`config.mk`:
```
export PLATFORM = sky130hd
export DESIGN_NAME = wr_burst_ctrl
export DESIGN_NICKNAME = d
export VERILOG_FILES = /design/src/rtl/wfifo_pkg.sv /design/src/rtl/wr_burst_ctrl_sync_ptr.sv /design/src/rtl/wr_burst_ctrl.sv
export SDC_FILE = /design/constraint.sdc
export NUM_CORES = 1
export LEC_CHECK = 0
export CELL_PAD_IN_SITES_DETAIL_PLACEMENT = 0
export CELL_PAD_IN_SITES_GLOBAL_PLACEMENT = 1
export CORE_MARGIN = 2
export CORE_UTILIZATION = 34
export CTS_CLUSTER_DIAMETER = 100
export DETAILED_ROUTE_END_ITERATION = 10
export PLACE_DENSITY_LB_ADDON = 0.1
export SYNTH_ARGS = -nofsm -noshare
export SYNTH_HDL_FRONTEND = slang
export SYNTH_SLANG_ARGS = --single-unit
```
`constraint.sdc`:
```
create_clock -name wclk -period 5.9 [get_ports wclk]
set_clock_uncertainty 0.1 [all_clocks]
set_input_delay 1.18 -clock wclk [delete_from_list [all_inputs] [get_ports wclk]]
set_output_delay 1.18 -clock wclk [all_outputs]
set_load 0.01 [all_outputs]
```
`src/rtl/wfifo_pkg.sv`:
```
// Shared types and helpers for the write-side front end of the async FIFO.
// Also usable by the read side (gray2bin is width-agnostic up to GRAY_MAX_W bits).
package wfifo_pkg;

    localparam int ADDRSIZE_DEF = 9;
    localparam int DEPTH        = 2**ADDRSIZE_DEF;
    localparam int GRAY_MAX_W   = 32;

    typedef enum logic [1:0] {
        IDLE  = 2'd0,
        BURST = 2'd1,
        DONE  = 2'd2
    } wburst_state_t;

    // Leading zero bits leave the decode unchanged, so narrower pointers are zero-extended in.
    function automatic logic [GRAY_MAX_W-1:0] gray2bin(input logic [GRAY_MAX_W-1:0] g);
        logic [GRAY_MAX_W-1:0] b;
        b[GRAY_MAX_W-1] = g[GRAY_MAX_W-1];
        for (int i = GRAY_MAX_W-2; i >= 0; i--) begin
            b[i] = b[i+1] ^ g[i];
        end
        return b;
    endfunction

endpackage

```
`src/rtl/wr_burst_ctrl_sync_ptr.sv`:
```
// Multi-flop synchroniser for a Gray-coded FIFO pointer crossing into the local clock.
// Synchronous active-low reset clears every stage.
module sync_ptr #(
    parameter int WIDTH       = 10,
    parameter int SYNC_STAGES = 2
) (
    input  logic             clk,
    input  logic             rst_b,
    input  logic [WIDTH-1:0] d,
    output logic [WIDTH-1:0] q
);

    logic [WIDTH-1:0] chain [SYNC_STAGES];

    always_ff @(posedge clk) begin
        if (!rst_b) begin
            for (int i = 0; i < SYNC_STAGES; i++) begin
                chain[i] <= '0;
            end
        end else begin
            chain[0] <= d;
            for (int i = 1; i < SYNC_STAGES; i++) begin
                chain[i] <= chain[i-1];
            end
        end
    end

    assign q = chain[SYNC_STAGES-1];

endmodule

```
`src/rtl/wr_burst_ctrl.sv`:
```
// Write-domain burst front end of the async FIFO: burst FSM, write handshake,
// rptr synchroniser and fill level. Optional burst abort under `WR_ABORT_EN.
//
// state | meaning
// IDLE  | waiting for burst_req
// BURST | passing producer words to the FIFO until remaining reaches zero
// DONE  | one-cycle completion pulse, then back to IDLE
module wr_burst_ctrl
    import wfifo_pkg::*;
#(
    parameter int ADDRSIZE    = ADDRSIZE_DEF,
    parameter int DATASIZE    = 8,
    parameter int BLEN_W      = 10,
    parameter int SYNC_STAGES = 2,
    parameter int AF_MARGIN   = 8
) (
    input  logic                wclk,
    input  logic                w_rst,
    input  logic                burst_req,
    input  logic [BLEN_W-1:0]   burst_len,
    output logic                burst_busy,
    output logic                burst_done,
    input  logic                s_valid,
    input  logic [DATASIZE-1:0] s_data,
    output logic                s_ready,
    output logic                winc,
    output logic [DATASIZE-1:0] wdata,
    input  logic                wfull,
    input  logic [ADDRSIZE:0]   waddr,
    input  logic [ADDRSIZE:0]   rptr,
    output logic [ADDRSIZE:0]   rptr_sync,
    output logic [ADDRSIZE:0]   wlevel,
    output logic                walmost_full
`ifdef WR_ABORT_EN
    ,
    input  logic                burst_abort,
    output logic                burst_aborted
`endif
);

    localparam int PW = ADDRSIZE + 1;
    localparam logic [PW-1:0] FULL_COUNT = PW'(2**ADDRSIZE);
    localparam logic [PW-1:0] AF_LIMIT   = PW'(AF_MARGIN);

    wburst_state_t     state, state_nxt;
    logic [BLEN_W-1:0] remaining, remaining_nxt;
    logic              abort_req;
    logic              aborted_nxt;

`ifdef WR_ABORT_EN
    logic aborted_q;
    assign abort_req     = burst_abort;
    assign burst_aborted = aborted_q;
`else
    assign abort_req = 1'b0;
`endif

    always_ff @(posedge wclk) begin
        if (!w_rst) begin
            state     <= IDLE;
            remaining <= '0;
        end else begin
            state     <= state_nxt;
            remaining <= remaining_nxt;
        end
    end

    always_comb begin
        state_nxt     = state;
        remaining_nxt = remaining;
        s_ready       = 1'b0;
        winc          = 1'b0;
        aborted_nxt   = 1'b0;
        case (state)
            IDLE: begin
                if (burst_req) begin
                    if (burst_len != '0) begin
                        state_nxt     = BURST;
                        remaining_nxt = burst_len;
                    end else begin
                        state_nxt = DONE;
                    end
                end
            end
            BURST: begin
                if (abort_req) begin
                    // Abort wins over a pending word: nothing is written this cycle.
                    state_nxt     = DONE;
                    remaining_nxt = '0;
                    aborted_nxt   = 1'b1;
                end else begin
                    s_ready = !wfull;
                    winc    = s_valid && !wfull;
                    if (winc) begin
                        remaining_nxt = remaining - 1'b1;
                        if (remaining == BLEN_W'(1)) begin
                            state_nxt = DONE;
                        end
                    end
                end
            end
            DONE: begin
                state_nxt = IDLE;
            end
            default: begin
                state_nxt     = IDLE;
                remaining_nxt = '0;
            end
        endcase
    end

`ifdef WR_ABORT_EN
    always_ff @(posedge wclk) begin
        if (!w_rst) begin
            aborted_q <= 1'b0;
        end else begin
            aborted_q <= aborted_nxt;
        end
    end
`endif

    assign burst_busy = (state != IDLE);
    assign burst_done = (state == DONE);
    assign wdata      = s_data;

    sync_ptr #(
        .WIDTH       (PW),
        .SYNC_STAGES (SYNC_STAGES)
    ) u_rptr_sync (
        .clk   (wclk),
        .rst_b (w_rst),
        .d     (rptr),
        .q     (rptr_sync)
    );

    logic [PW-1:0] rptr_bin;
    logic [PW-1:0] level_next;
    logic [PW-1:0] free_next;

    // Modulo subtraction on the wrap-bit-extended pointers covers wrap without a special case.
    assign rptr_bin   = PW'(gray2bin(GRAY_MAX_W'(rptr_sync)));
    assign level_next = waddr - rptr_bin;
    assign free_next  = FULL_COUNT - level_next;

    always_ff @(posedge wclk) begin
        if (!w_rst) begin
            wlevel       <= '0;
            walmost_full <= 1'b0;
        end else begin
            wlevel       <= level_next;
            walmost_full <= (free_next <= AF_LIMIT);
        end
    end

endmodule

```
==> results of run 1 <==
## stage by stage
| step | setup WS [ns] | utilization [%] | cell area, µm² | power (mW) |
|---|---|---|---|---|
| 6_report | 1.489 | 44.19 | 2969 | 0.9571 |
| 5_1_grt | 1.136 | 44.19 | 2969 | 1.030 |
| 4_1_cts | 1.442 | 44.19 | 2969 | 0.9715 |
| 3_5_place_dp | 1.482 | 42.46 | 2853 | 0.7326 |
| 3_3_place_gp | 1.640 | 42.46 | 2853 | 0.7375 |
| 2_1_floorplan | 1.817 | - | 2323 | 0.6092 |
## cell usage in the layout, fill, tap and decap left out, types with 2 or more instances in the layout
| cell | n |
|---|---|
| inv_1 | 12 |
| dfxtp_1 | 43 |
| o21ai_0 | 13 |
| xor2_1 | 2 |
| nor2_1 | 27 |
| nor4_1 | 5 |
| nor3_1 | 6 |
| a2111oi_0 | 3 |
| a22oi_1 | 4 |
| a21o_1 | 4 |
| clkbuf_8 | 5 |
| ha_1 | 11 |
| xor2_2 | 4 |
| o22ai_1 | 2 |
| a31oi_1 | 5 |
| or2_2 | 3 |
| and3_1 | 5 |
| nand3b_1 | 3 |
| nor3b_1 | 2 |
| nand3_1 | 3 |
| nand2_1 | 6 |
| xnor2_1 | 13 |
| nand4_1 | 2 |
| nor2b_1 | 5 |
| a21oi_1 | 16 |
| and2_1 | 25 |
| clkdlybuf4s50_1 | 59 |
## registers in the layout, indices dropped and copies added, names as in the netlist
name               count
remaining             10
wlevel                10
state                  2
u_rptr_sync.chain     20
walmost_full           1
## cells by family (layout without fill, tap and decap cells)
kind of cell | after synthesis | count (layout) | share of synthesized area, %
buffers and inverters | 40 | 81 | 9.370
DFF | 43 | 43 | 37.05
xor gates and xnor gates | 20 | 20 | 9.478
AOI/OAI and AO/OA | 54 | 54 | 14.43
muxes | 2 | 2 | 0.9154
and+or+nand+nor | 95 | 95 | 21.97
adders and majority gates | 12 | 12 | 6.785
## routing by layer
metal  share of wire, %  global-route usage [%]  vias up
met2                 42                   19.09       49
met1                 51                   20.05      824
met4                1.3                   4.119        0
met5                  0                       0        -
met3                5.2                   3.810        7
li1                   -                       -      969
## power groups by stage
stage	logic, mW	registers (mW)	clock network [mW]
2_1_floorplan	0.245	0.364	0
3_3_place_gp	0.375	0.362	0
3_5_place_dp	0.371	0.362	0
4_1_cts	0.373	0.355	0.244
5_1_grt	0.415	0.359	0.255
6_report	0.370	0.355	0.233
## worst paths after layout
| check | endpoint | slack (ns) | cells after the start |
|---|---|---|---|
| setup / recovery | walmost_full$_SDFF_PN0_ | 1.49 | 15 |
| hold / removal | u_rptr_sync.chain[0][11]$_SDFF_PN0_ | 0.34 | 1 |
| setup reg to reg | walmost_full$_SDFF_PN0_ | 1.49 | 15 |
| hold reg to reg | u_rptr_sync.chain[0][11]$_SDFF_PN0_ | 0.34 | 1 |
## cell type report
class                      instances  area, µm²
clock buffer                       5      68.82
clock inverter                     3      47.55
fill                             665       3750
inverter                          13      48.80
multi-input combinational        183       1245
sequential                        43      860.8
tap                               80      100.1
timing repair buffer              60      598.1
## worst max-delay path: cells and delay by family, from the launching register on
family / cells / cell delay (ns)
adders and majority gates: 2 / 0.63
xor gates and xnor gates: 6 / 1.58
and+or+nand+nor: 3 / 0.81
DFF: 1 / 0.41
AOI/OAI and AO/OA: 3 / 0.75
buffers and inverters: 1 / 0.06
==> out/metrics.yaml, run 1 <==
worstHoldStart: "u_rptr_sync.chain[0][1]$_SDFF_PN0_"
switching_share_pct: 32.90
route.detailed.drc: 0
tritoncts.num_buffers: 5
num_io_pins: 76
area_growth_pct: 27.79
synth_area_leaders: "dfxtp_1 37%, and2_1 6.7%, ha_1 5.9%"
cts_tree: "done"
rsz0062_at_grt: "false"
drt-total-wl_mm: 4.984
whs_ns: 0.3375
yosysTopAreaCellShare_pct: 37.05
ys.flop_type: "dfxtp_1"
cts_buffer_depth: 2
relSlewSlack_pct: 25.09
postCtsResizedCells: 0
p_int_uw: 642.2
core.rowCount: 30
grt_pass1_wl_mm: 7.948
syn-num-nets: 321
yosysSeqAreaShare_pct: 37.05
synthArstFlopShare_pct: 0
start_kind: "flip-flop"
reg2reg_from: "u_rptr_sync.chain[0][19]$_SDFF_PN0_"
insertion_delay_ns: 0.29
die_h_um: 86.67
synth_edf_count: 0
worst_path_most_repeated_cell: "xor2_2"
drv_slew: 0
cts.sinks: 43
ys_ff_latch: 43
p_clk_share_pct: 24.3
synth_cells: 266
hold_class: "flip-flop to flip-flop"
p_leak_nw: 1.169
finalHoldViolations: 0
synth_cell_types: 43
drt-vias-per-instance: 4.778
setup_viol_count_final: 0
vdd_drop_max_mv: 0.1378
fin_crit_sh_pct: 74.76
grt_use_total_pct: 13.59
die_area_um2: 7511
cts_hold_buf: 0
antenna_left: 0
worst_pin_slew_ns: 1.113
path_clk_slew_ns: 0.09
grt_pass1_vias: 1633
portBuffers: 59
hpwl_mm: 3.807
synth_area_leader_cell: "dfxtp_1"
grt-ovfl-total: 0
grt_max_degree: 28
critPathSlowestCell: "or4_1"
cp.required_ns: 6.02
p_switching_uw: 314.9
critPathLaunch: "u_rptr_sync.chain[0][19]$_SDFF_PN0_"
synth_most_common_cell: "dfxtp_1"
timing.fmax_ghz: 0.2267
cts_root_buf: "clkbuf_8"
vias: 1849
min_period_ns: 4.411
powerDensity_nw_per_um2: 322.3
cap_violations: 0
drive_above_1_share_pct: 6.189
synthesis.area_um2: 2323
pwr-share-seq_pct: 37.0
initial_utilization_pct: 34.58
postSynthAreaPerCell_um2: 8.735
crit_type: "flip-flop to flip-flop"
coreArea_um2: 6719
n_antenna_cell: 0
place_inst: 379
antenna_found_initial: 0
final_cell_count_no_fill: 387
cp_max_fo: 4
layout.nets: 361
yosys_warnings: 0
first_pass_iters: 6
fin_setup_tns_ns: 0
cts_max_level: 2
combPwrFrac_pct: 38.6
cts_setup_buffers: 0
ys_top_cells_by_count: "43 x dfxtp_1, 27 x nor2_1, 25 x and2_1, 18 x buf_4, 16 x a21oi_1"
worstPathCellList: "xnor3_2 > xor2_2 > xor2_2 > xor2_2 > xor2_2 > xnor2_1 > ha_1 > inv_1 > fa_1 > a21o_1 > a221oi_1 > and3_1 > nor3_1 > or4_1 > o22ai_1"
place_congestion: 0.7266
dieWidth_um: 86.67
status: "completed"
critPathArrivalTime_ns: 4.53
cp-end-kind: "flip-flop"
slowest_delay_ns: 0.52
drt-initial-drc-count: 39
wl_per_cell_um: 12.88
(Power assumes the default switching activity.)
==> run 2: changes to the inputs <==
- CORE_UTILIZATION: 34 -> 30
- clock period: 5.9 -> 3.96 ns (I/O delays scaled with it)
==> run 2 against run 1 <==
Maximum frequency grew 13%. Register-to-register slack lost 1.4 ns. Clock-buffer cell count grew 2. Critical path depth is the same. Global-route usage shrank 0.86 points. Via count grew 2.7%. Total power grew 50%. Sequential share of layout area shrank 1.5 points. Combinational power grew 70%. Critical path type unchanged. Largest cell class unchanged.
==> out/metrics.yaml, run 2 (synthesis results as in run 1) <==
tritoncts.num_buffers: 5  # unchanged
grt_max_degree: 21  # was 28
p_leak_nw: 1.250  # was 1.169 nW
hold_class: "flip-flop to flip-flop"  # unchanged
crit_type: "flip-flop to flip-flop"  # unchanged
cp-end-kind: "flip-flop"  # unchanged
drt-vias-per-instance: 4.435  # was 4.778
final_cell_area_um2: 3143  # was 2969 µm²
finalPower_mw: 1.439  # was 957.1 µW
drt-total-wl_mm: 5.251  # was 4.984 mm
rsz0062_at_grt: "true"  # was false
status: "completed"  # unchanged
hpwl_mm: 4.071  # was 3.807 mm
cp_max_fo: 3  # was 4
timing.fmax_ghz: 0.2567  # was 0.2267 GHz
final_cell_mix: "59 x clkdlybuf4s50_1, 41 x dfxtp_1, 27 x nor2_1"  # was 59 x clkdlybuf4s50_1, 43 x dfxtp_1, 27 x nor2_1
layout.nets: 380  # was 361
grt_pass1_wl_mm: 8.652  # was 7.948 mm
die_area_um2: 8465  # was 7511 µm²
cts_hold_buf: 0  # unchanged
fillCellCount: 798  # was 665
min_period_ns: 3.896  # was 4.411 ns
final_cell_count_no_fill: 428  # was 387
portBuffers: 59  # unchanged
cts_tree: "done"  # unchanged
drv_slew: 0  # unchanged
worst_pin_slew_ns: 0.7150  # was 1.113 ns
route.detailed.drc: 0  # unchanged
fin_crit_sh_pct: 98.38  # was 74.76%
worstPathCellList: "xnor3_2 > xor2_2 > xor2_2 > xor2_2 > xor2_2 > xnor2_1 > ha_2 > inv_2 > fa_2 > a21o_1 > a221oi_4 > and3_1 > nor3_1 > or4_1 > o22ai_1"  # was xnor3_2 > xor2_2 > xor2_2 > xor2_2 > xor2_2 > xnor2_1 > ha_1 > inv_1 > fa_1 > a21o_1 > a221oi_1 > and3_1 > nor3_1 > or4_1 > o22ai_1
place_area_um2: 2992  # was 2853 µm²
grt-ovfl-total: 0  # unchanged
top_register: "u_rptr_sync.chain"  # unchanged
setup_viol_count_final: 0  # unchanged
vias: 1898  # was 1849
cap_violations: 0  # unchanged
slowest_delay_ns: 0.53  # was 0.52 ns
place_congestion: 0.7630  # was 0.7266
start_kind: "flip-flop"  # unchanged
powerDensity_nw_per_um2: 457.7  # was 322.3 nW/µm²
antenna_found_initial: 0  # unchanged
relSlewSlack_pct: 52.23  # was 25.09%
cts_buffer_depth: 2  # unchanged
drt-initial-drc-count: 92  # was 39
antenna_left: 0  # unchanged
worst_path_most_repeated_cell: "xor2_2"  # unchanged
cts.sinks: 43  # unchanged
drive_above_1_share_pct: 13.19  # was 6.189%
core.rowCount: 32  # was 30
vdd_drop_max_mv: 0.1535  # was 0.1378 mV
layout_commonest_cell: "clkdlybuf4s50_1"  # unchanged
area_growth_pct: 35.27  # was 27.79%
grt_use_total_pct: 12.73  # was 13.59%
finalHoldViolations: 0  # unchanged
coreArea_um2: 7607  # was 6719 µm²
wl_per_cell_um: 12.27  # was 12.88 µm
reg_top3: "u_rptr_sync.chain (20), remaining (10), wlevel (10)"  # unchanged
grt_pass1_vias: 1823  # was 1633
die_h_um: 92.01  # was 86.67 µm
critPathSlowestCell: "or4_1"  # unchanged
place_inst: 415  # was 379
path_clk_slew_ns: 0.08  # was 0.09 ns
critPathArrivalTime_ns: 4.01  # was 4.53 ns
cts_root_buf: "clkbuf_8"  # unchanged
first_pass_iters: 4  # was 6
dieWidth_um: 92.01  # was 86.67 µm
n_antenna_cell: 0  # unchanged
cts_max_level: 2  # unchanged
initial_utilization_pct: 30.54  # was 34.58%
crit_family: "XOR/XNOR gates"  # unchanged
cp.required_ns: 4.08  # was 6.02 ns
path_buf_inv: 1  # unchanged
insertion_delay_ns: 0.29  # about the same
largest_reg_flops: 20  # unchanged
num_io_pins: 76  # unchanged
-- run 2: cell count changes in the layout (fill, tap and decap cells not counted), sizes merged --
cell	before	now
buf	1	20
clkbuf	5	7
bufinv	1	0
inv	13	12
-- run 2: per-layer routing --
metal  wire length (µm)  up-vias  global-route usage [%]
li1                   -     1008                       -
met1               2682      829                   18.58
met2               2195       54                   17.83
met3                320        7                   4.273
met4                 52        0                   3.358
met5                  0        -                       0
-- run 2: timing repair --
action	CTS	global route
setup buffers	4	1
pin swaps	9	10
setup endpoints to repair	1	2
gates resized for setup	3	3
-- run 2: area by class of cell --
class                   count  area (µm²)  area share [%]
multi-input cells         183        1267           40.33
flip-flops and latches     43       863.3           27.47
repair buffers             79       740.7           23.57
well taps                 102       127.6           4.061
clock buffers               7       86.33           2.747
inverters                  13       48.80           1.553
clock inverters             1       8.758          0.2787
-- run 2: worst paths after layout --
check                                                    startpoint  slack (ns)                             endpoint  depth (start not counted)
worst max-delay path            u_rptr_sync.chain[0][17]$_SDFF_PN0_        0.06              walmost_full$_SDFF_PN0_                         15
worst min-delay path             u_rptr_sync.chain[0][3]$_SDFF_PN0_        0.34  u_rptr_sync.chain[0][13]$_SDFF_PN0_                          1
worst max register to register  u_rptr_sync.chain[0][17]$_SDFF_PN0_        0.06              walmost_full$_SDFF_PN0_                         15
worst min register to register   u_rptr_sync.chain[0][3]$_SDFF_PN0_        0.34  u_rptr_sync.chain[0][13]$_SDFF_PN0_                          1
-- run 2: power breakdown --
group / internal [mW] / switching [mW]
clock: 0.143 / 0.146
sequential: 0.492 / 0.0290
combinational: 0.327 / 0.302
-- run 2: worst register-to-register path, delay by kind of cell (launching register included) --
| family | cells | cell delay (ns) |
|---|---|---|
| compound gates | 3 | 0.64 |
| xor+xnor | 6 | 1.42 |
| fa+ha+maj | 2 | 0.54 |
| buf+inv | 1 | 0.04 |
| flops | 1 | 0.33 |
| simple gates | 3 | 0.77 |
-- run 2: through the flow --
step           worst slack (ns)  utilization, %  hold WS (ns)  setup TNS, ns
2_1_floorplan           0.01837               -        0.3119              0
3_3_place_gp           0.007792           39.33        0.3150              0
3_5_place_dp           -0.03854           39.33        0.3169       -0.03854
4_1_cts                 0.01893           41.05        0.3370              0
5_1_grt                 -0.1666           41.32        0.3456        -0.1666
6_report                0.06414           41.32        0.3360              0
